**src/rtl/vc_buffer_bank.sv**
```systemverilog
// Per-VC input buffering for one router port: NUM_VC FWFT FIFOs behind a shared write port,
// with per-pop credit return and sticky overflow/underflow reporting.

package vc_buffer_bank_pkg;
    typedef logic [7:0] flit_u;
endpackage

module vc_buffer_bank #(
    parameter int NUM_VC    = 4,
    parameter int DEPTH     = 8,
    parameter int FLIT_W    = $bits(vc_buffer_bank_pkg::flit_u),
    parameter int AF_THRESH = DEPTH - 2,
    parameter int VC_W      = (NUM_VC > 1) ? $clog2(NUM_VC) : 1,
    parameter int CNT_W     = $clog2(DEPTH + 1)
) (
    input  logic                     clk,
    input  logic                     rst_n,
    input  logic                     wr_valid,
    input  logic [VC_W-1:0]          wr_vc,
    input  logic [FLIT_W-1:0]        wr_data,
    input  logic [NUM_VC-1:0]        rd_req,
    output logic [NUM_VC-1:0]        rd_valid,
    output logic [NUM_VC*FLIT_W-1:0] rd_data,
    output logic [NUM_VC-1:0]        almost_full,
    output logic [NUM_VC-1:0]        full,
    output logic [NUM_VC*CNT_W-1:0]  count,
    output logic [NUM_VC-1:0]        credit_ret,
    output logic                     ovf_err,
    output logic                     udf_err,
    input  logic                     clr_err
);

    localparam int PTR_W = $clog2(DEPTH);
    localparam logic [PTR_W-1:0] PTR_LAST = PTR_W'(DEPTH - 1);
    localparam logic [CNT_W-1:0] DEPTH_C  = CNT_W'(DEPTH);
    localparam logic [CNT_W-1:0] AF_C     = CNT_W'(AF_THRESH);
    localparam logic [VC_W:0]    NUM_VC_C = (VC_W + 1)'(NUM_VC);

    logic [FLIT_W-1:0] mem    [NUM_VC][DEPTH];
    logic [PTR_W-1:0]  wr_ptr [NUM_VC];
    logic [PTR_W-1:0]  rd_ptr [NUM_VC];
    logic [CNT_W-1:0]  cnt    [NUM_VC];

    logic [NUM_VC-1:0] pop_ok;
    logic [NUM_VC-1:0] push_ok;
    logic              wr_in_range;
    logic              ovf_set;
    logic              udf_set;

    // Depth need not be a power of two, so pointers wrap explicitly.
    function automatic logic [PTR_W-1:0] next_ptr(input logic [PTR_W-1:0] p);
        return (p == PTR_LAST) ? '0 : p + 1'b1;
    endfunction

    assign wr_in_range = {1'b0, wr_vc} < NUM_VC_C;
    assign udf_set     = |(rd_req & ~rd_valid);

    // A full VC still accepts a write when its head is popped in the same cycle.
    always_comb begin
        pop_ok  = '0;
        push_ok = '0;
        ovf_set = wr_valid && !wr_in_range;
        for (int v = 0; v < NUM_VC; v++) begin
            pop_ok[v]  = rd_req[v] && (cnt[v] != '0);
            push_ok[v] = wr_valid && wr_in_range && (wr_vc == VC_W'(v))
                         && ((cnt[v] != DEPTH_C) || pop_ok[v]);
            if (wr_valid && (wr_vc == VC_W'(v)) && (cnt[v] == DEPTH_C) && !pop_ok[v])
                ovf_set = 1'b1;
        end
    end

    always_ff @(posedge clk) begin
        for (int v = 0; v < NUM_VC; v++) begin
            if (push_ok[v])
                mem[v][wr_ptr[v]] <= wr_data;
        end
    end

    always_ff @(posedge clk or negedge rst_n) begin
        if (!rst_n) begin
            for (int v = 0; v < NUM_VC; v++) begin
                wr_ptr[v] <= '0;
                rd_ptr[v] <= '0;
                cnt[v]    <= '0;
            end
            credit_ret <= '0;
            ovf_err    <= 1'b0;
            udf_err    <= 1'b0;
        end else begin
            for (int v = 0; v < NUM_VC; v++) begin
                if (push_ok[v])
                    wr_ptr[v] <= next_ptr(wr_ptr[v]);
                if (pop_ok[v])
                    rd_ptr[v] <= next_ptr(rd_ptr[v]);
                if (push_ok[v] && !pop_ok[v])
                    cnt[v] <= cnt[v] + 1'b1;
                else if (!push_ok[v] && pop_ok[v])
                    cnt[v] <= cnt[v] - 1'b1;
            end
            credit_ret <= pop_ok;
            // A new error outranks a coincident clear.
            if (ovf_set)
                ovf_err <= 1'b1;
            else if (clr_err)
                ovf_err <= 1'b0;
            if (udf_set)
                udf_err <= 1'b1;
            else if (clr_err)
                udf_err <= 1'b0;
        end
    end

    for (genvar v = 0; v < NUM_VC; v++) begin : g_out
        assign rd_valid[v]                   = cnt[v] != '0;
        assign full[v]                       = cnt[v] == DEPTH_C;
        assign almost_full[v]                = cnt[v] >= AF_C;
        assign count[v*CNT_W +: CNT_W]       = cnt[v];
        assign rd_data[v*FLIT_W +: FLIT_W]   = rd_valid[v] ? mem[v][rd_ptr[v]] : '0;
    end

endmodule
```
**config.mk**
```make
export PLATFORM = sky130hd
export DESIGN_NAME = vc_buffer_bank
export DESIGN_NICKNAME = d
export VERILOG_FILES = /design/src/rtl/vc_buffer_bank.sv
export SDC_FILE = /design/constraint.sdc
export NUM_CORES = 1
export LEC_CHECK = 0
export CELL_PAD_IN_SITES_DETAIL_PLACEMENT = 1
export CELL_PAD_IN_SITES_GLOBAL_PLACEMENT = 2
export CORE_UTILIZATION = 45
export CTS_CLUSTER_SIZE = 28
export DETAILED_ROUTE_END_ITERATION = 7
export PLACE_DENSITY = 0.77
export SLEW_MARGIN = 30
export SYNTH_ARGS = -nofsm -noshare
export SYNTH_HDL_FRONTEND = slang
export SYNTH_SLANG_ARGS = --single-unit
```
**constraint.sdc**
```tcl
create_clock -name clk -period 3.8 [get_ports clk]
set_input_delay 0.57 -clock clk [delete_from_list [all_inputs] [get_ports clk]]
set_output_delay 0.57 -clock clk [all_outputs]
set_load 0.01 [all_outputs]
```
==> flow_metrics.tcl, run 1 <==
set metrics [dict create \
    gp_congestion 0.741 \
    start_util_pct 46.3 \
    synth_seq_cells 302 \
    h-tree-depth 1 \
    fill_cells 2491 \
    ant_nets 0 \
    row_count 60 \
    dp_hpwl_mm 17.8 \
    multi_input_area_sq_um 3540 \
    worst_slew_pin_slew_ns 0.870 \
    skew_ns 0.00960 \
    fp.dieH_um 169 \
    synth_edf_count 256 \
    maxSlewHeadroom_pct 41.8 \
    intPower_mw 7.99 \
    layout-drive-gt1-share_pct 23.4 \
    async_flop_share_pct 15.2 \
    grt_pass1_wl_mm 42.7 \
    synth_flop_cell "edfxtp_1" \
    cp-end-kind "output pin" \
    hold_violations 0 \
    slowest_delay_ns 0.69 \
    io_pins 84 \
    yosysWarnings 0 \
    fin_crit_sh_pct 89.9 \
    path_clk_slew_ns 0.06 \
    yosysSeqAreaShare_pct 70.2 \
    min_period_ns 3.42 \
    totalWireLength_mm 27.8 \
    vias 6845 \
    area_growth_pct 20.0 \
    cts.repair.resized 0 \
    cp.required_ns 3.23 \
    antenna_found_initial 0 \
    cts_buffer_depth 3 \
    power_frac_seq_pct 39.0 \
    vias_per_cell 5.69 \
    postCtsHoldBufs 0 \
    drt_pass1_iterations 5 \
    syn_nets 728 \
    clockPowerShare_pct 26.8 \
    final_nets 856 \
    drt_iter0_drc 474 \
    post-cts-setup-buffers 0 \
    rsz0062_at_grt "false" \
    cts_tree "built" \
    tns_ns 0 \
    cp_data_arrival_time_ns 2.85 \
    p_sw_share_pct 31.0 \
    power_density_nw_per_um2 766 \
    crit_path_top_delay_cell "or4_1" \
    setup_viol 0 \
    power_leakage_nw 5.23 \
    diodes 0 \
    final_common_cell "edfxtp_1" \
    avgSynthCellArea_sq_um 18.6 \
    synth_cell_types 45 \
    synth_area_sq_um 12600 \
    hold_path.class "in -> async" \
    core_area_sq_um 27200 \
    cts_buffers 31 \
    worstSkewPairLatency_ns 0.55 \
    globalRouteOverflowTotal 0 \
    maxSlewViolCount 0 \
    crit_chain "or4_1, and2_1, a22o_1, clkdlybuf4s50_1" \
    vdd_drop_max_uv 397 \
    mostFrequentLayoutCells "edfxtp_1, clkdlybuf4s50_1, mux4_2" \
    worst-setup-path-type "reg -> out" \
    instances_no_fill 1202 \
    die_area_sq_um 28600 \
    wire_per_inst_um 23.2 \
    cap_violations 0 \
    root_buffer "clkbuf_16" \
    portBuffers 83 \
    drc 0 \
    cts_sinks 302 \
    place_inst 1145 \
    grt_max_degree 47 \
    netlist_instances 678 \
    cp_max_fo 8 \
    p_switching_mw 3.58 \
    p_comb_share_pct 34.2 \
    grt_pass1_vias 7359 \
    die_w_um 169 \
    critical_path.startpoint_type "flop" \
    status "completed" \
    seq_area_sq_um 8840 \
    fmax_mhz 293 \
    gr-usage-all-layers_pct 19.8 \
]
[power by group through the flow]
stage,sequential (mW),combinational (mW),clock (mW)
2_1_floorplan,4.34,2.50,0
3_3_place_gp,4.52,3.83,0
3_5_place_dp,4.58,3.99,0
4_1_cts,4.51,4.02,3.17
5_1_grt,4.58,4.27,3.27
6_report,4.52,3.95,3.10
[flip-flops by register name (all words and copies together), names as in the netlist]
register,flops
udf_err,1
mem,256
rd_ptr,12
credit_ret,4
count,16
wr_ptr,12
ovf_err,1
[worst max-delay path, delay by kind of cell (launching register included)]
| family | cells | cell delay [ns] |
|---|---|---|
| AND/OR/NAND/NOR | 2 | 1.04 |
| buffers and inverters | 1 | 0.49 |
| AO/OA/AOI/OAI | 1 | 0.28 |
| flip-flops | 1 | 0.49 |
[cells in the mapped netlist (4+ instances only)]
cell type / n / area share, %
mux2i_1: 4 / 0.32
inv_1: 21 / 0.63
buf_2: 12 / 0.48
nand3_1: 8 / 0.32
or3_1: 4 / 0.20
a22o_1: 32 / 2.2
dfrtp_1: 46 / 9.1
nor2_1: 20 / 0.60
or4_1: 5 / 0.30
fa_1: 4 / 0.64
mux2_2: 23 / 2.1
nor3_1: 20 / 0.80
xnor2_1: 8 / 0.56
a21oi_1: 9 / 0.36
mux4_2: 64 / 11
nor4_1: 10 / 0.50
o21ai_0: 6 / 0.24
nand2b_1: 8 / 0.40
a21o_1: 5 / 0.30
edfxtp_1: 256 / 61
ha_1: 28 / 2.8
a2111o_1: 4 / 0.36
nand2_1: 18 / 0.54
o211ai_1: 11 / 0.66
nand3b_1: 4 / 0.24
clkbuf_1: 14 / 0.42
nor2b_1: 7 / 0.35
[routing by layer]
layer / GRT usage, % / wire [um] / up-vias
met5: 0 / 0 / -
met4: 5.56 / 605 / 0
met3: 3.19 / 1250 / 47
met2: 34.7 / 14100 / 168
met1: 25.4 / 11900 / 3607
li1: - / - / 3023
[area by class of cell]
type                       instances  area share (%)
inverter                          21           0.522
tap                              372            3.08
clock inverter                    18            1.21
multi-input combinational        326            23.5
clock buffer                      39            5.86
sequential                       302            58.5
timing repair buffer             124            7.37
[worst paths after layout]
| kind | end | startpoint | depth (start not counted) | slack, ns |
|---|---|---|---|---|
| max in group asynchronous | count[2] | rst_n | 2 | 3.22 |
| setup / recovery | rd_data[19] | count[8] | 4 | 0.38 |
| hold / removal | count[9] | rst_n | 2 | 0.13 |
| hold reg to reg | rd_ptr[9] | rd_ptr[9] | 1 | 0.58 |
| setup reg to reg | count[15] | count[12] | 9 | 0.61 |
| min in group clk | mem[3][28] | wr_data[4] | 1 | 0.57 |
[kinds of logic after synthesis]
| family | count (synthesis) | synth area share (%) |
|---|---|---|
| compound gates | 76 | 4.98 |
| xor+xnor | 8 | 0.557 |
| fa+ha+maj | 32 | 3.42 |
| buf+inv | 50 | 1.64 |
| flops | 302 | 70.2 |
| mux | 94 | 14.1 |
| simple gates | 116 | 5.10 |
[metrics by stage]
stage	hold slack (ns)	util, %	total power, mW	area, sq um	worst slack (ns)
floorplan	0.274	-	6.84	12600	0.838
global placement	0.521	51.7	8.35	14100	0.501
detailed placement	0.546	51.7	8.57	14000	0.330
CTS	0.140	55.6	11.7	15100	0.351
global route	0.163	55.6	12.1	15100	0.265
finish	0.130	55.6	11.6	15100	0.383
Note: power is estimated with default switching activity, not from simulation.
==> run 2, diff against run 1 <==
Settings changed: SLEW_MARGIN 30 to unset.
==> run 2 against run 1 <==
Via count shrank 1.7%. Highest routed layer unchanged. Critical endpoint unchanged. Register-to-register slack gained 0.02 ns. Clock skew grew 0.0051 ns. Sequential power is essentially flat. Global-route usage grew 0.38 points. First-iteration DRC count shrank 9.5%. Non-clock buffer count is the same. Sequential share of layout area shrank 0.078 points. Cell area grew 0.13%. Clock-buffer cell count grew 4.
==> flow_metrics.tcl, run 2 (synthesis gave the netlist of run 1 again) <==
set metrics [dict create \
    status "completed" \
    crit_path_top_delay_cell "or4_1" \
    core_area_sq_um 27200 \
    mostFrequentLayoutCells "edfxtp_1, clkdlybuf4s50_1, mux4_2" \
    ant_nets 0 \
    clockPowerShare_pct 26.8 \
    wl_met3_mm 1.03 \
    portBuffers 83 \
    fmax_mhz 298 \
    worst-setup-path-type "reg -> out" \
    h-tree-depth 2 \
    worstSkewPairLatency_ns 0.51 \
    p_sw_share_pct 31.0 \
    power_density_nw_per_um2 764 \
    cts_tree "built" \
    critical_path.startpoint_type "flop" \
    fin_hold_ws_ns 0.188 \
    fp.dieH_um 169 \
    row_count 60 \
    reg2reg_to "count[15]" \
    startpoint "count[8]" \
    gp_congestion 0.741 \
    antenna_found_initial 0 \
    fin_crit_sh_pct 88.3 \
    cts_sinks 302 \
    vias 6726 \
    grt_pass1_vias 7309 \
    wire_per_inst_um 23.1 \
    slowest_delay_ns 0.68 \
    cp.required_ns 3.23 \
    globalRouteOverflowTotal 0 \
    dp_hpwl_mm 17.8 \
    cp-end-kind "output pin" \
    path_buf_inv 1 \
    cp_top_family "simple AND/OR/NAND/NOR gates" \
    cts_buffers 34 \
    tns_ns 0 \
    layout-drive-gt1-share_pct 22.8 \
    hold_path.class "in -> async" \
    area_growth_pct 20.2 \
    power_frac_seq_pct 39.1 \
    cts_buffer_depth 3 \
    post-cts-setup-buffers 0 \
    grt_max_degree 47 \
    r2r_slack_ns 0.63 \
    final_nets 859 \
    path_clk_slew_ns 0.05 \
    vdd_drop_max_uv 397 \
    hold_violations 0 \
    maxSlewViolCount 0 \
    die_w_um 169 \
    vias_per_cell 5.58 \
    rsz0062_at_grt "false" \
    drc 0 \
    drt_pass1_iterations 4 \
    cap_violations 0 \
    p_comb_share_pct 34.1 \
    root_buffer "clkbuf_16" \
    crit_cells 4 \
    start_util_pct 46.3 \
    crit_chain "or4_1, and2_1, a22o_1, clkdlybuf4s50_1" \
    gr-usage-all-layers_pct 20.2 \
    postCtsHoldBufs 0 \
    totalWireLength_mm 27.8 \
    endpoint "rd_data[19]" \
    reg2regPathDepth 9 \
    io_pins 84 \
    grt_pass1_wl_mm 42.8 \
    drt_iter0_drc 429 \
    setup_viol 0 \
    intPower_mw 7.97 \
    worst_slew_pin_slew_ns 1.28 \
    skew_ns 0.0147 \
    largest_reg_flops 256 \
    top_layer "met4" \
    die_area_sq_um 28600 \
    met2_length_mm 14.4 \
    diodes 0 \
    power_leakage_nw 5.23 \
    cts.repair.resized 0 \
    cp_max_fo 8 \
    min_period_ns 3.35 \
    maxSlewHeadroom_pct 14.1 \
    cp_data_arrival_time_ns 2.78 \
    p_switching_mw 3.59 \
    wl_met1_mm 11.9 \
    final_common_cell "edfxtp_1" \
    r2r_start "count[12]" \
]
## run 2: per-stage QoR
stage	instance area (sq um)	setup WS, ns	power (mW)	util, %	cells
after floorplan	12600	0.838	6.84	-	678
after detailed placement	14100	0.345	8.57	51.7	1145
final	15100	0.446	11.6	55.7	1205
after CTS	15100	0.402	11.7	55.7	1205
after global placement	14100	0.501	8.35	51.7	1145
after global routing	15100	0.299	12.1	55.7	1205
## run 2: how the worst min path moves through the flow
stage                    end  slack [ns]  startpoint
2_1_floorplan       count[0]        0.27       rst_n
6_report       credit_ret[2]        0.19       rst_n
4_1_cts              ovf_err        0.20       rst_n
3_3_place_gp       rd_ptr[9]        0.52   rd_ptr[9]
5_1_grt             count[8]        0.22       rst_n
3_5_place_dp       rd_ptr[9]        0.55   rd_ptr[9]
## run 2: worst register-to-register path, cell delays in order, from the launching register on
cell      delay (ns)
dfrtp_1         0.49
or4b_4          0.63
o21ai_2         0.36
inv_1           0.09
ha_1            0.26
inv_1           0.17
ha_1            0.32
or4_1           0.51
o211ai_1        0.14
o211ai_1        0.10
## run 2: power groups by stage
stage	combinational, mW	clock, mW	sequential (mW)
finish	3.94	3.09	4.52
floorplan	2.50	0	4.34
CTS	4.02	3.17	4.52
detailed placement	3.99	0	4.58
global placement	3.83	0	4.52
global route	4.27	3.27	4.59
## run 2: cell type report
cell class | instances | area, sq um
Clock buffer | 43 | 936
Timing Repair Buffer | 124 | 1130
Sequential cell | 302 | 8840
Multi-Input combinational cell | 326 | 3540
Fill cell | 2487 | 12000
Clock inverter | 17 | 133
Tap cell | 372 | 465
Inverter | 21 | 78.8
## run 2: per-layer routing
metal,GRT usage [%],up-vias
li1,-,3028
met2,35.0,143
met1,26.4,3519
met4,5.76,0
met5,0,-
met3,3.01,36
==> run 3, diff against run 2 <==
Settings changed: CORE_UTILIZATION 45 to 40, PLACE_DENSITY 0.77 to 0.7.
==> run 3 against run 2 <==
The run now ends with DRC left. Utilization shrank 6.1 points. Total power grew 1.8%. Clock power grew 6%. Non-clock buffer count shrank 1. Critical endpoint is now rd_data[16].
==> flow_metrics.tcl, run 3 (synthesis gave the netlist of run 1 again) <==
set metrics [dict create \
    status "complete, but fails checks" \
    violations "DRC" \
    area_growth_pct 21.0 \
    hold_path.class "in -> async" \
    fill_cells 2877 \
    io_pins 84 \
    final_util_pct 49.5 \
    cp.required_ns 3.23 \
    layout-drive-gt1-share_pct 22.2 \
    place_inst 1168 \
    final_nets 858 \
    row_count 64 \
    dpl_cell_area_sq_um 14100 \
    gp_congestion 0.731 \
    cts.repair.resized 0 \
    cts_buffer_depth 3 \
    cts_tree "built" \
    start_util_pct 40.9 \
    maxSlewHeadroom_pct 23.1 \
    vdd_drop_max_uv 346 \
    ant_nets 0 \
    drt_iter0_drc 370 \
    die_area_sq_um 32200 \
    cp_max_fo 8 \
    worst_slew_pin_slew_ns 1.15 \
    die_w_um 179 \
    wire_per_inst_um 23.3 \
    power_frac_seq_pct 38.6 \
    final_common_cell "edfxtp_1" \
    h-tree-depth 2 \
    cap_violations 0 \
    path_clk_slew_ns 0.06 \
    final.setup.worst_slack_ns 0.430 \
    tns_ns 0 \
    gr-usage-all-layers_pct 18.1 \
    vias 6726 \
    maxSlewViolCount 0 \
    power_leakage_nw 5.26 \
    core_area_sq_um 30700 \
    cts_buffers 34 \
    fmax_mhz 297 \
    drt_pass1_iterations 8 \
    p_switching_mw 3.60 \
    min_period_ns 3.37 \
    multi_input_area_sq_um 3540 \
    cp-end-kind "output pin" \
    clockPowerShare_pct 27.8 \
    power_density_nw_per_um2 773 \
    grt_max_degree 33 \
    p_sw_share_pct 30.6 \
    worstSkewPairLatency_ns 0.50 \
    instances_no_fill 1230 \
    critical_path.startpoint_type "flop" \
    mostFrequentLayoutCells "edfxtp_1, clkdlybuf4s50_1, mux4_2" \
    rsz0062_at_grt "false" \
    grt_pass1_vias 7423 \
    root_buffer "clkbuf_16" \
    drc 8 \
    hold_violations 0 \
    p_comb_share_pct 33.6 \
    setup_viol 0 \
    vias_per_cell 5.47 \
    worst-setup-path-type "reg -> out" \
    fin_crit_sh_pct 88.7 \
    portBuffers 83 \
    largest_reg_flops 256 \
    fp.dieH_um 179 \
    skew_ns 0.0141 \
    post-cts-setup-buffers 0 \
    design_area_sq_um 15200 \
    pre_cts_slack_ns 0.345 \
    seq_area_sq_um 8840 \
    totalWireLength_mm 28.7 \
    cts_sinks 302 \
    cp_data_arrival_time_ns 2.80 \
    intPower_mw 8.17 \
    postCtsHoldBufs 0 \
    grt_pass1_wl_mm 43.9 \
    globalRouteOverflowTotal 0 \
    dp_hpwl_mm 18.7 \
    antenna_found_initial 2 \
]
## run 3: cell types whose count changed in the layout (fill, tap and decap cells not counted), moves of 2 or more
cell | before | now
clkbuf_16 | 35 | 37
bufinv_16 | 1 | 3
clkinv_2 | 8 | 6
clkinv_4 | 4 | 0
clkinv_1 | 1 | 5
buf_4 | 41 | 39
## run 3: per-stage QoR
step,power (mW),hold slack [ns]
2_1_floorplan,6.84,0.274
3_3_place_gp,8.42,0.516
3_5_place_dp,8.62,0.541
4_1_cts,11.9,0.166
5_1_grt,12.4,0.197
6_report,11.8,0.152
## run 3: path summary, 6_finish.rpt
check	startpoint	end	slack, ns	cells past startpoint
setup / recovery	count[9]	rd_data[16]	0.43	4
min in group clk	rd_ptr[9]	rd_ptr[9]	0.55	1
hold / removal	rst_n	count[8]	0.15	1
setup reg to reg	count[12]	count[15]	0.65	9
hold reg to reg	rd_ptr[9]	rd_ptr[9]	0.55	1
max in group asynchronous	rst_n	credit_ret[0]	2.86	2
## run 3: area by class of cell
cell class | count | share of cell area, %
sequential | 302 | 58.0
tap | 396 | 3.25
inverter | 21 | 0.518
timing repair buffer | 123 | 7.48
clock buffer | 45 | 6.41
antenna | 1 | 0.0164
multi-input combinational | 326 | 23.3
clock inverter | 16 | 1.01
## run 3: critical path, cell delays in order, from the launching register on
cell and delay, ns:
dfrtp_1 0.47, or4_1 0.71, and2_1 0.34, a22o_1 0.29, clkdlybuf4s50_1 0.49
## run 3: power by group through the flow
stage	Clock, mW	Combinational, mW	Sequential [mW]
floorplan	0	2.50	4.34
global placement	0	3.86	4.56
detailed placement	0	4.02	4.61
CTS	3.36	4.04	4.54
global route	3.47	4.28	4.61
finish	3.27	3.95	4.54
## run 3: layer usage
layer / track usage [%] / vias up / routed length, um
li1: - / 3030 / -
met2: 31.6 / 138 / 14700
met5: 0 / - / 10
met3: 3.63 / 33 / 1440
met4: 4.86 / 2 / 457
met1: 23.0 / 3523 / 12100
